**config.mk**
```make
export PLATFORM = sky130hd
export DESIGN_NAME = booth_seq_mult
export DESIGN_NICKNAME = d
export VERILOG_FILES = /design/src/rtl/booth_seq_mult.sv
export SDC_FILE = /design/constraint.sdc
export NUM_CORES = 1
export LEC_CHECK = 0
export CAP_MARGIN = 5
export CORE_MARGIN = 5
export CORE_UTILIZATION = 57
export CTS_CLUSTER_DIAMETER = 80
export CTS_CLUSTER_SIZE = 28
export DETAILED_ROUTE_END_ITERATION = 10
export GPL_ROUTABILITY_DRIVEN = 1
export GPL_TIMING_DRIVEN = 0
export PLACE_DENSITY_LB_ADDON = 0.3
export SYNTH_ARGS = -nofsm -noshare
export SYNTH_HDL_FRONTEND = slang
export SYNTH_SLANG_ARGS = --single-unit
```
**constraint.sdc**
```tcl
create_clock -name clk -period 4.6 [get_ports clk]
set_clock_uncertainty 0.2 [all_clocks]
set_input_delay 0.46 -clock clk [delete_from_list [all_inputs] [get_ports clk]]
set_output_delay 0.46 -clock clk [all_outputs]
set_load 0.05 [all_outputs]
```
**src/rtl/booth_seq_mult.sv**
```systemverilog
// booth_seq_mult: sequential radix-2 Booth multiplier with start/busy/done handshake.
//
// Ports:
//   clk          - system clock, rising edge
//   reset        - synchronous, active-high reset
//   start        - request a multiply; accepted only in IDLE or DONE
//   signed_mode  - 1 = two's-complement operands, 0 = unsigned; captured with start
//   multiplicand - M operand, captured with start
//   multiplier   - Q operand, captured with start
//   busy         - high while iterating
//   done         - one-cycle pulse when product is valid
//   product      - 2*WIDTH-bit result; holds until the next completion or reset
//
// A, M and Q carry one extra bit so that the most-negative signed operand and
// the full unsigned range both fit as WIDTH+1-bit two's-complement values.
// Unsigned operands are zero-extended into that bit, which makes the extension
// bit a real multiplier bit, hence one extra iteration in unsigned mode.
module booth_seq_mult #(
  parameter int WIDTH = 4
) (
  input  logic                 clk,
  input  logic                 reset,
  input  logic                 start,
  input  logic                 signed_mode,
  input  logic [WIDTH-1:0]     multiplicand,
  input  logic [WIDTH-1:0]     multiplier,
  output logic                 busy,
  output logic                 done,
  output logic [2*WIDTH-1:0]   product
);

  localparam int CW = $clog2(WIDTH + 2);
  localparam logic [CW-1:0] CNT_SIGNED   = CW'(WIDTH);
  localparam logic [CW-1:0] CNT_UNSIGNED = CW'(WIDTH + 1);
  localparam logic [CW-1:0] CNT_ONE      = CW'(1);

  typedef enum logic [1:0] {
    S_IDLE = 2'd0,
    S_RUN  = 2'd1,
    S_DONE = 2'd2
  } state_e;

  state_e               state_q, state_d;
  logic [WIDTH:0]       a_q, a_d;
  logic [WIDTH:0]       q_q, q_d;
  logic                 qm1_q, qm1_d;
  logic [WIDTH:0]       m_q, m_d;
  logic [CW-1:0]        count_q, count_d;
  logic                 mode_q, mode_d;
  logic [2*WIDTH-1:0]   product_q, product_d;

  logic [WIDTH:0]       a_sum;
  logic [WIDTH:0]       a_sh;
  logic [WIDTH:0]       q_sh;

  // State and datapath registers with synchronous reset.
  always_ff @(posedge clk) begin
    if (reset) begin
      state_q   <= S_IDLE;
      a_q       <= '0;
      q_q       <= '0;
      qm1_q     <= 1'b0;
      m_q       <= '0;
      count_q   <= '0;
      mode_q    <= 1'b0;
      product_q <= '0;
    end else begin
      state_q   <= state_d;
      a_q       <= a_d;
      q_q       <= q_d;
      qm1_q     <= qm1_d;
      m_q       <= m_d;
      count_q   <= count_d;
      mode_q    <= mode_d;
      product_q <= product_d;
    end
  end

  // Booth add/subtract followed by the arithmetic right shift of {A,Q,Q-1}.
  always_comb begin
    a_sum = a_q;
    case ({q_q[0], qm1_q})
      2'b10:   a_sum = a_q - m_q;
      2'b01:   a_sum = a_q + m_q;
      default: a_sum = a_q;
    endcase
    a_sh = {a_sum[WIDTH], a_sum[WIDTH:1]};
    q_sh = {a_sum[0], q_q[WIDTH:1]};
  end

  // Next-state and next-datapath logic.
  always_comb begin
    state_d   = state_q;
    a_d       = a_q;
    q_d       = q_q;
    qm1_d     = qm1_q;
    m_d       = m_q;
    count_d   = count_q;
    mode_d    = mode_q;
    product_d = product_q;

    case (state_q)
      S_IDLE, S_DONE: begin
        if (start) begin
          m_d     = {signed_mode & multiplicand[WIDTH-1], multiplicand};
          q_d     = {signed_mode & multiplier[WIDTH-1], multiplier};
          a_d     = '0;
          qm1_d   = 1'b0;
          mode_d  = signed_mode;
          count_d = signed_mode ? CNT_SIGNED : CNT_UNSIGNED;
          state_d = S_RUN;
        end else if (state_q == S_DONE) begin
          state_d = S_IDLE;
        end else begin
          state_d = S_IDLE;
        end
      end
      S_RUN: begin
        a_d     = a_sh;
        q_d     = q_sh;
        qm1_d   = q_q[0];
        count_d = count_q - CNT_ONE;
        if (count_q == CNT_ONE) begin
          state_d = S_DONE;
          // Signed runs stop one shift short, leaving the unconsumed
          // extension bit in Q[0]; unsigned runs shift it out entirely.
          if (mode_q) begin
            product_d = {a_sh[WIDTH-1:0], q_sh[WIDTH:1]};
          end else begin
            product_d = {a_sh[WIDTH-2:0], q_sh[WIDTH:0]};
          end
        end else begin
          state_d = S_RUN;
        end
      end
      default: begin
        state_d = S_IDLE;
      end
    endcase
  end

  assign busy    = (state_q == S_RUN);
  assign done    = (state_q == S_DONE);
  assign product = product_q;

endmodule

```
After elaboration in Yosys (flattened, before gate mapping)
Cells that the tools add are included.
{"block": "op_classes", "n_addsub": 3, "n_eq_ne": 6, "muxes": 14, "n_bitwise": 2, "n_reduce_logical": 6}
{"cell": "$pmux 5 s2", "n": 3}
{"cell": "$mux 5", "n": 2}
{"cell": "$mux 8", "n": 1}
{"cell": "$pmux 3 s2", "n": 1}
{"cell": "$reduce_and 2->1", "n": 3}
{"cell": "$add 5x5->5", "n": 1}
{"cell": "$sub 5x5->5", "n": 1}
{"cell": "$eq 2x1->1 const B", "n": 2}
{"cell": "$eq 2x2->1 const B", "n": 2}
{"cell": "$pmux 2 s2", "n": 1}
{"cell": "$eq 3x1->1 const B", "n": 1}
{"cell": "$mux 1", "n": 3}
{"cell": "$mux 3", "n": 1}
{"cell": "$sub 3x1->3 const B", "n": 1}
{"cell": "$and 1x1->1", "n": 2}
{"cell": "$logic_not 2->1", "n": 1}
{"cell": "$mux 2", "n": 1}
{"cell": "$ne 2x2->1 const B", "n": 1}
{"cell": "$pmux 1 s2", "n": 1}
{"cell": "$reduce_bool 2->1", "n": 1}
{"cell": "$reduce_or 2->1", "n": 1}
{"block": "word_totals", "ff_bits": 30, "in_bits": 12, "out_inout_bits": 10, "wordCells": 39}

Logic depth before layout (Yosys ltp)
Gate-level depths: netlist of the first run.
{"block": "logic_depth", "ltp_word": 4, "mapped_depth": 10, "ltp_nobuf": 10}

Least setup slack after synthesis of the first run
Ideal clock, no wire load.
{"block": "synth_timing", "path_kind": "register to register", "startpoint": "register m_q[0]", "endpoint": "register a_q[3]", "setup_time_ns": 0.074, "arrival_time_ns": 2.301, "required_time_ns": 4.326, "setup_slack_ns": 2.024, "path_stages_with_launch": 10, "path_buffers": 0, "synth_period_minus_slack_ns": 2.576, "cell_sequence": "dfxtp_1 -> inv_1 -> ha_1 -> mux2_2 -> fa_1 -> a21o_1 -> a21oi_1 -> xnor2_1 -> or4_1 -> a31oi_1"}
{"block": "synth_via", "elab_chain_cells": 3, "word_cells_on_any_way": 4, "cone_classes": "add/sub: 2; mux: 2"}
{"element": "from (decl)", "line": "47", "text": "logic [WIDTH:0] m_q, m_d;"}
{"element": "from (signal assigned)", "line": "72", "text": "m_q <= m_d;"}
{"element": "$add 5x5->5 / $sub 5x5->5 (equally long branches)", "line": "84, 83"}
{"element": "$pmux 5 s2 *", "line": "82", "text": "case ({q_q[0], qm1_q})"}
{"element": "$pmux 5 s2 *", "line": "102", "text": "case (state_q)"}
{"element": "to (signal assigned)", "line": "60", "text": "a_q <= '0;"}
{"element": "to (signal assigned)", "line": "69", "text": "a_q <= a_d;"}
{"element": "to (decl)", "line": "44", "text": "logic [WIDTH:0] a_q, a_d;"}
Mark *: on every way between the ends. The rest lies on a longest branch, timed or not.
A chain may end at the register's enable or synchronous reset.

Final worst setup path of the first run
Ends and elaborated chain as after synthesis.

==> results.sh, run 1 <==
export IMPL_clkPwrFrac=0.272
export IMPL_drcViolationCount=0
export IMPL_cts_resized=0
export IMPL_dp_cells=234
export IMPL_hold_violations=0
export IMPL_ys_flop_type="dfxtp_1"
export IMPL_drive_above_1_share=0.0521
export IMPL_ant_nets=0
export IMPL_die_height_um=61.6
export IMPL_rr_startpoint="m_q[0]$_SDFFE_PP0P_"
export IMPL_fin_crit_sh=0.607
export IMPL_gp_congestion=0.863
export IMPL_finalSetupViolCount=0
export IMPL_status="finished clean"
export IMPL_whs_path_depth=2
export IMPL_stdcell_area_sq_um=1810
export IMPL_reg2reg_depth=9
export IMPL_dieArea_sq_um=3790
export IMPL_grt_usage=0.209
export IMPL_num_rows=18
export IMPL_leakagePower_nw=0.700
export IMPL_gr_total_overflow=0
export IMPL_place_area_sq_um=1750
export IMPL_reg2reg_to="a_q[3]$_SDFFE_PP0P_"
export IMPL_ys_warn_count=0
export IMPL_finalWirelength_um=3430
export IMPL_clock_path_buffers=2
export IMPL_wire_per_inst_um=14.2
export IMPL_cp_end_kind="register"
export IMPL_drtPass1Iterations=4
export IMPL_grt_max_degree=11
export IMPL_insertion_delay_ns=0.32
export IMPL_slew_viol_final=0
export IMPL_whs_endpoint="product[4]$_SDFFE_PP0P_"
export IMPL_swShare=0.311
export IMPL_comb_power_share=0.237
export IMPL_cap_violations=0
export IMPL_synth_seq_cells=29
export IMPL_p_per_area_nw_per_um2=316
export IMPL_area_growth_pct=19.3
export IMPL_netlist_instances=184
export IMPL_antenna_found_initial=0
export IMPL_most_common_layout_cells="dfxtp_1 (29), nand2_1 (26), nor2_1 (24), clkdlybuf4s50_1 (20), a21oi_1 (19)"
export IMPL_dp_slack_ns=1.81
export IMPL_diodes=0
export IMPL_hpwl_um=2660
export IMPL_ir_drop_mv=0.288
export IMPL_cts_buffers=5
export IMPL_syn_area_per_cell_sq_um=8.24
export IMPL_rsz0062_at_grt="no"
export IMPL_async_flop_share=0
export IMPL_finalCriticalPeriod_ns=2.79
export IMPL_holdBufCountCts=0
export IMPL_clkSlewWorstSetupHoldPaths_ns=0.08
export IMPL_min_path_type="register to register"
export IMPL_power_uw=571
export IMPL_start_util=0.601
export IMPL_syn_num_nets=206
export IMPL_tightest_slew_ns=0.597
export IMPL_vias=1355
export IMPL_fin_tns_setup_ns=0
export IMPL_tritoncts="built"
export IMPL_synth_top_area_cell="dfxtp_1"
export IMPL_timing_max_slew_rel_slack=0.597
export IMPL_intPower_uw=393
export IMPL_synth_edf_count=0
export IMPL_netlist_top_cells_area="dfxtp_1 (38%), ha_1 (7.4%), nand2_1 (6.4%)"
export IMPL_synth_cell_types=38
export IMPL_cp_data_arrival_time_ns=2.85
export IMPL_required_ns=4.66
export IMPL_whs_ns=0.262
export IMPL_synth_cell_area_sq_um=1520
export IMPL_layoutNonFillerInstCount=241
export IMPL_grt_pass1_wl_um=5730
export IMPL_yosysSeqAreaShare=0.383
export IMPL_h_tree_depth=2
export IMPL_fin_nets=233
export IMPL_drtIter0Drc=73
export IMPL_grt_pass1_vias=1270
export IMPL_crit_type="register to register"
export IMPL_utilization=0.717
export IMPL_setup_ws_ns=1.81
export IMPL_viasPerCell=5.62
export IMPL_core_sq_um=2520
export IMPL_io_buffers=20
export IMPL_worstHoldStart="product[4]$_SDFFE_PP0P_"
export IMPL_io_pin_count=22
export IMPL_final_fill_count=199
export IMPL_postCtsSetupRepairBufs=0
export IMPL_numClockSinks=29
export IMPL_start_kind="register"
export IMPL_timing_fmax_mhz=358
export IMPL_r2r_slack_ns=1.81
export IMPL_final_common_cell="dfxtp_1"
export IMPL_synth_top_area_share=0.383
export IMPL_die_w_um=61.6
export IMPL_p_seq_frac=0.492
export IMPL_cts_root_buf="clkbuf_4"
export IMPL_critPathMaxFanout=4
export IMPL_p_switching_uw=178
==> Yosys cell counts (2+ instances only) <==
cell and n:
a311oi_1 5, mux2_2 2, nand2b_1 3, inv_1 8
nand2_1 26, nand3_1 3, clkbuf_1 9, xor2_1 3
mux2i_1 6, nor2_1 24, ha_1 9, o21ai_0 3
nor3_1 2, o211ai_1 2, a21oi_1 19, nor2b_1 3
a31oi_1 2, a22oi_1 3, xnor2_1 2, a211oi_1 4
dfxtp_1 29
==> worst max path at each step <==
stage	start	depth (start not counted)	slack (ns)	to
after floorplan	m_q[0]$_SDFFE_PP0P_	9	2.02	a_q[3]$_SDFFE_PP0P_
after global placement	m_q[0]$_SDFFE_PP0P_	9	1.90	a_q[3]$_SDFFE_PP0P_
after CTS	m_q[0]$_SDFFE_PP0P_	9	1.78	a_q[3]$_SDFFE_PP0P_
final	m_q[0]$_SDFFE_PP0P_	9	1.81	a_q[3]$_SDFFE_PP0P_
after global routing	m_q[0]$_SDFFE_PP0P_	9	1.67	product[7]$_SDFFE_PP0P_
after detailed placement	m_q[0]$_SDFFE_PP0P_	9	1.81	a_q[3]$_SDFFE_PP0P_
==> critical path: stages, from the launching register on <==
cell	delay, ns
dfxtp_1	0.40
inv_1	0.06
ha_1	0.29
mux2_2	0.30
fa_1	0.44
a21o_1	0.18
a21oi_1	0.18
xnor2_1	0.14
or4_1	0.41
a31oi_1	0.13
==> state kept, by name (all words and copies together), names as in the netlist <==
register / flops
mode_q: 1
m_q: 5
q_q: 5
qm1_q: 1
count_q: 3
state_q: 2
a_q: 4
product: 8
==> layer usage <==
metal	GRT usage	share of wire	vias to the layer above
met1	0.253	0.44	613
met2	0.338	0.48	38
met3	0.0734	0.055	5
met5	0	0	-
li1	-	-	699
met4	0.0818	0.016	0
==> cells by family after synthesis <==
kind of cell,synth area share
AOI/OAI and AO/OA,0.191
buffers and inverters,0.0470
adders and majority gates,0.0875
and+or+nand+nor,0.209
muxes,0.0545
DFF,0.383
xor gates and xnor gates,0.0289
==> final cells by class <==
class                   instances  area (sq um)  area share
clock buffers                   7          55.1      0.0304
multi-input cells             136           865       0.478
flip-flops and latches         29           581       0.321
plain buffers                  10          37.5      0.0207
inverters                       9          33.8      0.0187
well taps                      30          37.5      0.0207
repair buffers                 20           200       0.111
==> power groups by stage <==
stage,Clock [mW],Combinational (mW),Sequential [mW]
finish,0.155,0.135,0.281
global route,0.174,0.149,0.283
CTS,0.160,0.135,0.281
detailed placement,0,0.134,0.287
global placement,0,0.128,0.285
floorplan,0,0.0874,0.291
Power figures use the tool's default switching activity.
==> run 2, diff against run 1 <==
CORE_UTILIZATION = 48   (was 57)
clock period = 2.45 ns   (was 4.6 ns; I/O delays follow)
==> run 2 against run 1 <==
Net effect:
- setup slack got worse by 1.9 ns
- critical path depth unchanged
- the flow now finishes with violations (setup timing)
- register-to-register slack got worse by 1.9 ns
- critical endpoint unchanged
- die area increased by 16%
==> results.sh, run 2 (synthesis gave the netlist of run 1 again) <==
export IMPL_start_util=0.497
export IMPL_required_ns=2.50
export IMPL_clkSlewWorstSetupHoldPaths_ns=0.10
export IMPL_stdcell_area_sq_um=1980
export IMPL_gp_congestion=0.914
export IMPL_viasPerCell=5.42
export IMPL_rr_startpoint="q_q[0]$_SDFFE_PP0P_"
export IMPL_layoutNonFillerInstCount=262
export IMPL_grt_max_degree=11
export IMPL_status="finished with violations"
export IMPL_ant_nets=0
export IMPL_tightest_slew_ns=0.626
export IMPL_num_rows=20
export IMPL_dieArea_sq_um=4380
export IMPL_gr_total_overflow=0
export IMPL_diodes=0
export IMPL_drcViolationCount=0
export IMPL_reg2reg_to="a_q[3]$_SDFFE_PP0P_"
export IMPL_cp_data_arrival_time_ns=2.58
export IMPL_grt_usage=0.189
export IMPL_hold_violations=0
export IMPL_slew_viol_final=0
export IMPL_cap_violations=0
export IMPL_wire_per_inst_um=14.5
export IMPL_reg2reg_depth=9
export IMPL_numClockSinks=29
export IMPL_most_common_layout_cells="nand2_1 (26), dfxtp_1 (26), nor2_1 (23), clkdlybuf4s50_1 (19), a21oi_1 (17)"
export IMPL_leakagePower_nw=0.762
export IMPL_core_sq_um=3050
export IMPL_finalSetupViolCount=1
export IMPL_cts_buffers=5
export IMPL_violations="setup timing"
export IMPL_finalCriticalPeriod_ns=2.53
export IMPL_grt_pass1_vias=1473
export IMPL_start_kind="register"
export IMPL_crit_type="register to register"
export IMPL_whs_endpoint="qm1_q$_SDFFE_PP0P_"
export IMPL_rsz0062_at_grt="yes"
export IMPL_vias=1421
export IMPL_tritoncts="built"
export IMPL_setup_ws_ns=-0.0848
export IMPL_r2r_slack_ns=-0.08
export IMPL_cts_root_buf="clkbuf_4"
export IMPL_drive_above_1_share=0.156
export IMPL_timing_fmax_mhz=395
export IMPL_area_growth_pct=30.4
export IMPL_ir_drop_mv=0.373
export IMPL_min_path_type="input pin to register"
export IMPL_largest_reg_flops=8
export IMPL_timing_max_slew_rel_slack=0.577
export IMPL_insertion_delay_ns=0.33
export IMPL_fin_crit_sh=1.03
export IMPL_io_pin_count=22
export IMPL_worstHoldStart="reset"
export IMPL_dp_cells=248
export IMPL_die_height_um=66.2
export IMPL_place_area_sq_um=1790
export IMPL_critPathMaxFanout=4
export IMPL_fin_nets=239
export IMPL_multi_input_area_sq_um=937
export IMPL_whs_path_depth=2
export IMPL_io_buffers=20
export IMPL_h_tree_depth=2
export IMPL_layout_area_seq_sq_um=584
export IMPL_die_w_um=66.2
export IMPL_clock_path_buffers=2
export IMPL_drtPass1Iterations=4
export IMPL_antenna_found_initial=0
export IMPL_cp_end_kind="register"
export IMPL_p_per_area_nw_per_um2=621
export IMPL_grt_pass1_wl_um=6420
export IMPL_hpwl_um=2740
export IMPL_drtIter0Drc=90
export IMPL_finalWirelength_um=3790
export IMPL_final_fill_count=277
==> run 2: where the power goes <==
group          switching (mW)  internal, mW  leakage (nW)  total (mW)
sequential             0.0276         0.501         0.238       0.529
clock                   0.169         0.244        0.0455       0.412
combinational           0.166         0.121         0.479       0.287
==> run 2: routing by layer <==
layer,part of all wire,track usage
met1,0.43,0.218
met2,0.49,0.325
met3,0.048,0.0408
met4,0.024,0.0964
met5,0,0
==> run 2: how the worst max path moves through the flow <==
| stage | start | end | slack (ns) |
|---|---|---|---|
| after floorplan | m_q[0]$_SDFFE_PP0P_ | a_q[3]$_SDFFE_PP0P_ | -0.007 |
| after global placement | q_q[0]$_SDFFE_PP0P_ | a_q[3]$_SDFFE_PP0P_ | -0.11 |
| after detailed placement | q_q[0]$_SDFFE_PP0P_ | a_q[3]$_SDFFE_PP0P_ | -0.16 |
| after CTS | q_q[0]$_SDFFE_PP0P_ | a_q[3]$_SDFFE_PP0P_ | -0.08 |
| after global routing | q_q[0]$_SDFFE_PP0P_ | a_q[3]$_SDFFE_PP0P_ | -0.22 |
| final | q_q[0]$_SDFFE_PP0P_ | a_q[3]$_SDFFE_PP0P_ | -0.08 |
==> run 2: final cells by class <==
cell class | instances | share of cell area
buffer | 10 | 0.0190
tap | 44 | 0.0278
clock inverter | 1 | 0.0152
multi-input combinational | 136 | 0.474
clock buffer | 7 | 0.0278
inverter | 9 | 0.0171
sequential | 29 | 0.296
timing repair buffer | 26 | 0.123
==> run 2: timing repair <==
action,CTS,global route
hold endpoints to repair,0,0
hold buffers,0,0
resized for setup,11,4
gates cloned,0,0
setup buffers,4,2
pin swaps,4,1
setup endpoints to repair,4,5
==> run 2: worst max-delay path, stage by stage (launching register included) <==
cell and delay (ns):
dfxtp_2 0.38, inv_2 0.05, ha_4 0.17, mux2_4 0.31, fa_2 0.35, a21o_1 0.18
a21oi_2 0.17, xnor2_2 0.10, or4_1 0.41, a31oi_1 0.13
==> run 2: stage by stage <==
step	setup TNS, ns	hold WS (ns)	worst slack (ns)	total power, mW	utilization
6_report	-0.0848	0.118	-0.0848	1.23	0.648
5_1_grt	-0.446	0.145	-0.215	1.30	0.648
4_1_cts	-0.0795	0.116	-0.0795	1.22	0.635
3_5_place_dp	-0.242	0.265	-0.164	0.796	0.586
3_3_place_gp	-0.133	0.245	-0.108	0.782	0.586
2_1_floorplan	-0.00722	0.173	-0.00722	0.716	-
==> run 3, diff against run 2 <==
CAP_MARGIN = 20   (was 5)
GPL_TIMING_DRIVEN = unset   (was 0)
==> run 3 against run 2 <==
Net effect:
- the run still ends with setup timing left
- sequential share of layout area grew 0.55 points
- clock power shrank 37%
- power shrank 12%
- first-iteration DRC count shrank 21%
- global-route usage shrank 0.16 points
- combinational power grew 2%
- critical path type unchanged
- critical path depth is the same
- sequential power is essentially flat
==> results.sh, run 3 (synthesis gave the netlist of run 1 again) <==
export IMPL_status="finished with violations"
export IMPL_violations="setup timing"
export IMPL_p_per_area_nw_per_um2=559
export IMPL_diodes=0
export IMPL_cp_depth=9
export IMPL_rr_startpoint="m_q[0]$_SDFFE_PP0P_"
export IMPL_fin_crit_sh=1.03
export IMPL_tightest_slew_ns=0.724
export IMPL_io_buffers=21
export IMPL_place_area_sq_um=1850
export IMPL_clkSlewWorstSetupHoldPaths_ns=0.09
export IMPL_antenna_found_initial=0
export IMPL_rsz0062_at_grt="yes"
export IMPL_start_kind="register"
export IMPL_h_tree_depth=2
export IMPL_die_w_um=66.2
export IMPL_max_stage_delay_ns=0.41
export IMPL_viasPerCell=5.44
export IMPL_core_sq_um=3050
export IMPL_grt_usage=0.188
export IMPL_drtPass1Iterations=4
export IMPL_drive_above_1_share=0.183
export IMPL_cts_buffers=5
export IMPL_min_path_type="register to register"
export IMPL_cp_data_arrival_time_ns=2.57
export IMPL_timing_fmax_mhz=396
export IMPL_drtIter0Drc=71
export IMPL_crit_type="register to register"
export IMPL_r2r_slack_ns=-0.07
export IMPL_gp_congestion=0.869
export IMPL_final_fill_count=282
export IMPL_area_growth_pct=28.0
export IMPL_io_pin_count=22
export IMPL_grt_pass1_vias=1404
export IMPL_leakagePower_nw=0.763
export IMPL_gr_total_overflow=0
export IMPL_ir_drop_mv=0.271
export IMPL_cap_violations=0
export IMPL_die_height_um=66.2
export IMPL_hpwl_um=2690
export IMPL_finalSetupViolCount=1
export IMPL_fin_nets=236
export IMPL_slew_viol_final=0
export IMPL_cp_end_kind="register"
export IMPL_hold_violations=0
export IMPL_grt_pass1_wl_um=6340
export IMPL_grt_max_degree=20
export IMPL_stdcell_area_sq_um=1940
export IMPL_start_util=0.497
export IMPL_clock_path_buffers=2
export IMPL_ant_nets=0
export IMPL_reg2reg_to="a_q[3]$_SDFFE_PP0P_"
export IMPL_cp_top_family="adder cells"
export IMPL_timing_max_slew_rel_slack=0.516
export IMPL_largest_reg_flops=8
export IMPL_insertion_delay_ns=0.32
export IMPL_reg2reg_depth=9
export IMPL_cp_cell_sequence="inv_2, ha_4, mux2_4, fa_2, a21o_1, a21oi_2, xnor2_2, or4_1, a31oi_1"
export IMPL_slowest_stage="or4_1"
export IMPL_finalWirelength_um=3690
export IMPL_finalCriticalPeriod_ns=2.52
export IMPL_drcViolationCount=0
export IMPL_setup_worst_path_end="a_q[3]$_SDFFE_PP0P_"
export IMPL_dp_slack_ns=-0.0812
export IMPL_wire_per_inst_um=14.4
export IMPL_dieArea_sq_um=4380
export IMPL_most_common_layout_cells="nand2_1 (26), dfxtp_1 (26), nor2_1 (24), clkdlybuf4s50_1 (20), a21oi_1 (17)"
export IMPL_numClockSinks=29
export IMPL_power_mw=1.08
export IMPL_critPathMaxFanout=3
export IMPL_worstSetupStartpoint="m_q[0]$_SDFFE_PP0P_"
export IMPL_vias=1398
export IMPL_required_ns=2.49
export IMPL_crit_buf_inv=1
export IMPL_tritoncts="built"
export IMPL_cts_root_buf="clkbuf_4"
export IMPL_num_rows=20
export IMPL_setup_ws_ns=-0.0722
[run 3: through the flow]
step | TNS [ns] | util | std cells | hold slack, ns
detailed placement | -0.0812 | 0.606 | 250 | 0.246
floorplan | -0.00722 | - | 184 | 0.173
finish | -0.0722 | 0.636 | 257 | 0.259
global route | -0.337 | 0.636 | 257 | 0.271
CTS | -0.0675 | 0.625 | 256 | 0.259
global placement | -0.0260 | 0.606 | 250 | 0.242
[run 3: final cells by class]
type	instances	area, sq um	area share
clock buffer	5	37.5	0.0193
multi-input combinational	136	927	0.478
inverter	9	33.8	0.0174
clock inverter	1	5.00	0.00258
timing repair buffer	33	298	0.153
tap	44	55.1	0.0284
sequential	29	584	0.301
[run 3: report_power, final]
group	internal [mW]	switching [mW]	leakage [nW]	total (mW)
registers	0.501	0.0294	0.238	0.531
clock network	0.0993	0.161	0.0269	0.261
logic	0.135	0.157	0.498	0.293
total	0.736	0.348	0.763	1.08
[run 3: timing repair]
item | CTS | global route
setup endpoints to repair | 1 | 4
setup buffers | 0 | 1
endpoints found under the hold margin | 0 | 0
gates resized for setup | 3 | 7
pin swaps | 0 | 2
hold buffers | 0 | 0
[run 3: worst min-delay path, delay by kind of cell (launching register included)]
kind               cells  cell delay [ns]
and+or+nand+nor        1             0.05
AOI/OAI and AO/OA      1             0.05
DFF                    1             0.32
[run 3: metal layers]
layer,track usage,vias up,wire length [um]
met1,0.219,657,1510
li1,-,698,-
met4,0.0558,0,40
met5,0,-,0
met3,0.0578,7,216
met2,0.326,36,1930
[run 3: worst min path at each step]
stage	start	endpoint	slack (ns)	cells after the start
finish	product[4]$_SDFFE_PP0P_	product[4]$_SDFFE_PP0P_	0.26	2
global route	multiplicand[0]	m_q[0]$_SDFFE_PP0P_	0.27	3
CTS	product[4]$_SDFFE_PP0P_	product[4]$_SDFFE_PP0P_	0.26	2
detailed placement	product[4]$_SDFFE_PP0P_	product[4]$_SDFFE_PP0P_	0.25	2
global placement	product[4]$_SDFFE_PP0P_	product[4]$_SDFFE_PP0P_	0.24	2
floorplan	multiplicand[1]	m_q[1]$_SDFFE_PP0P_	0.17	2
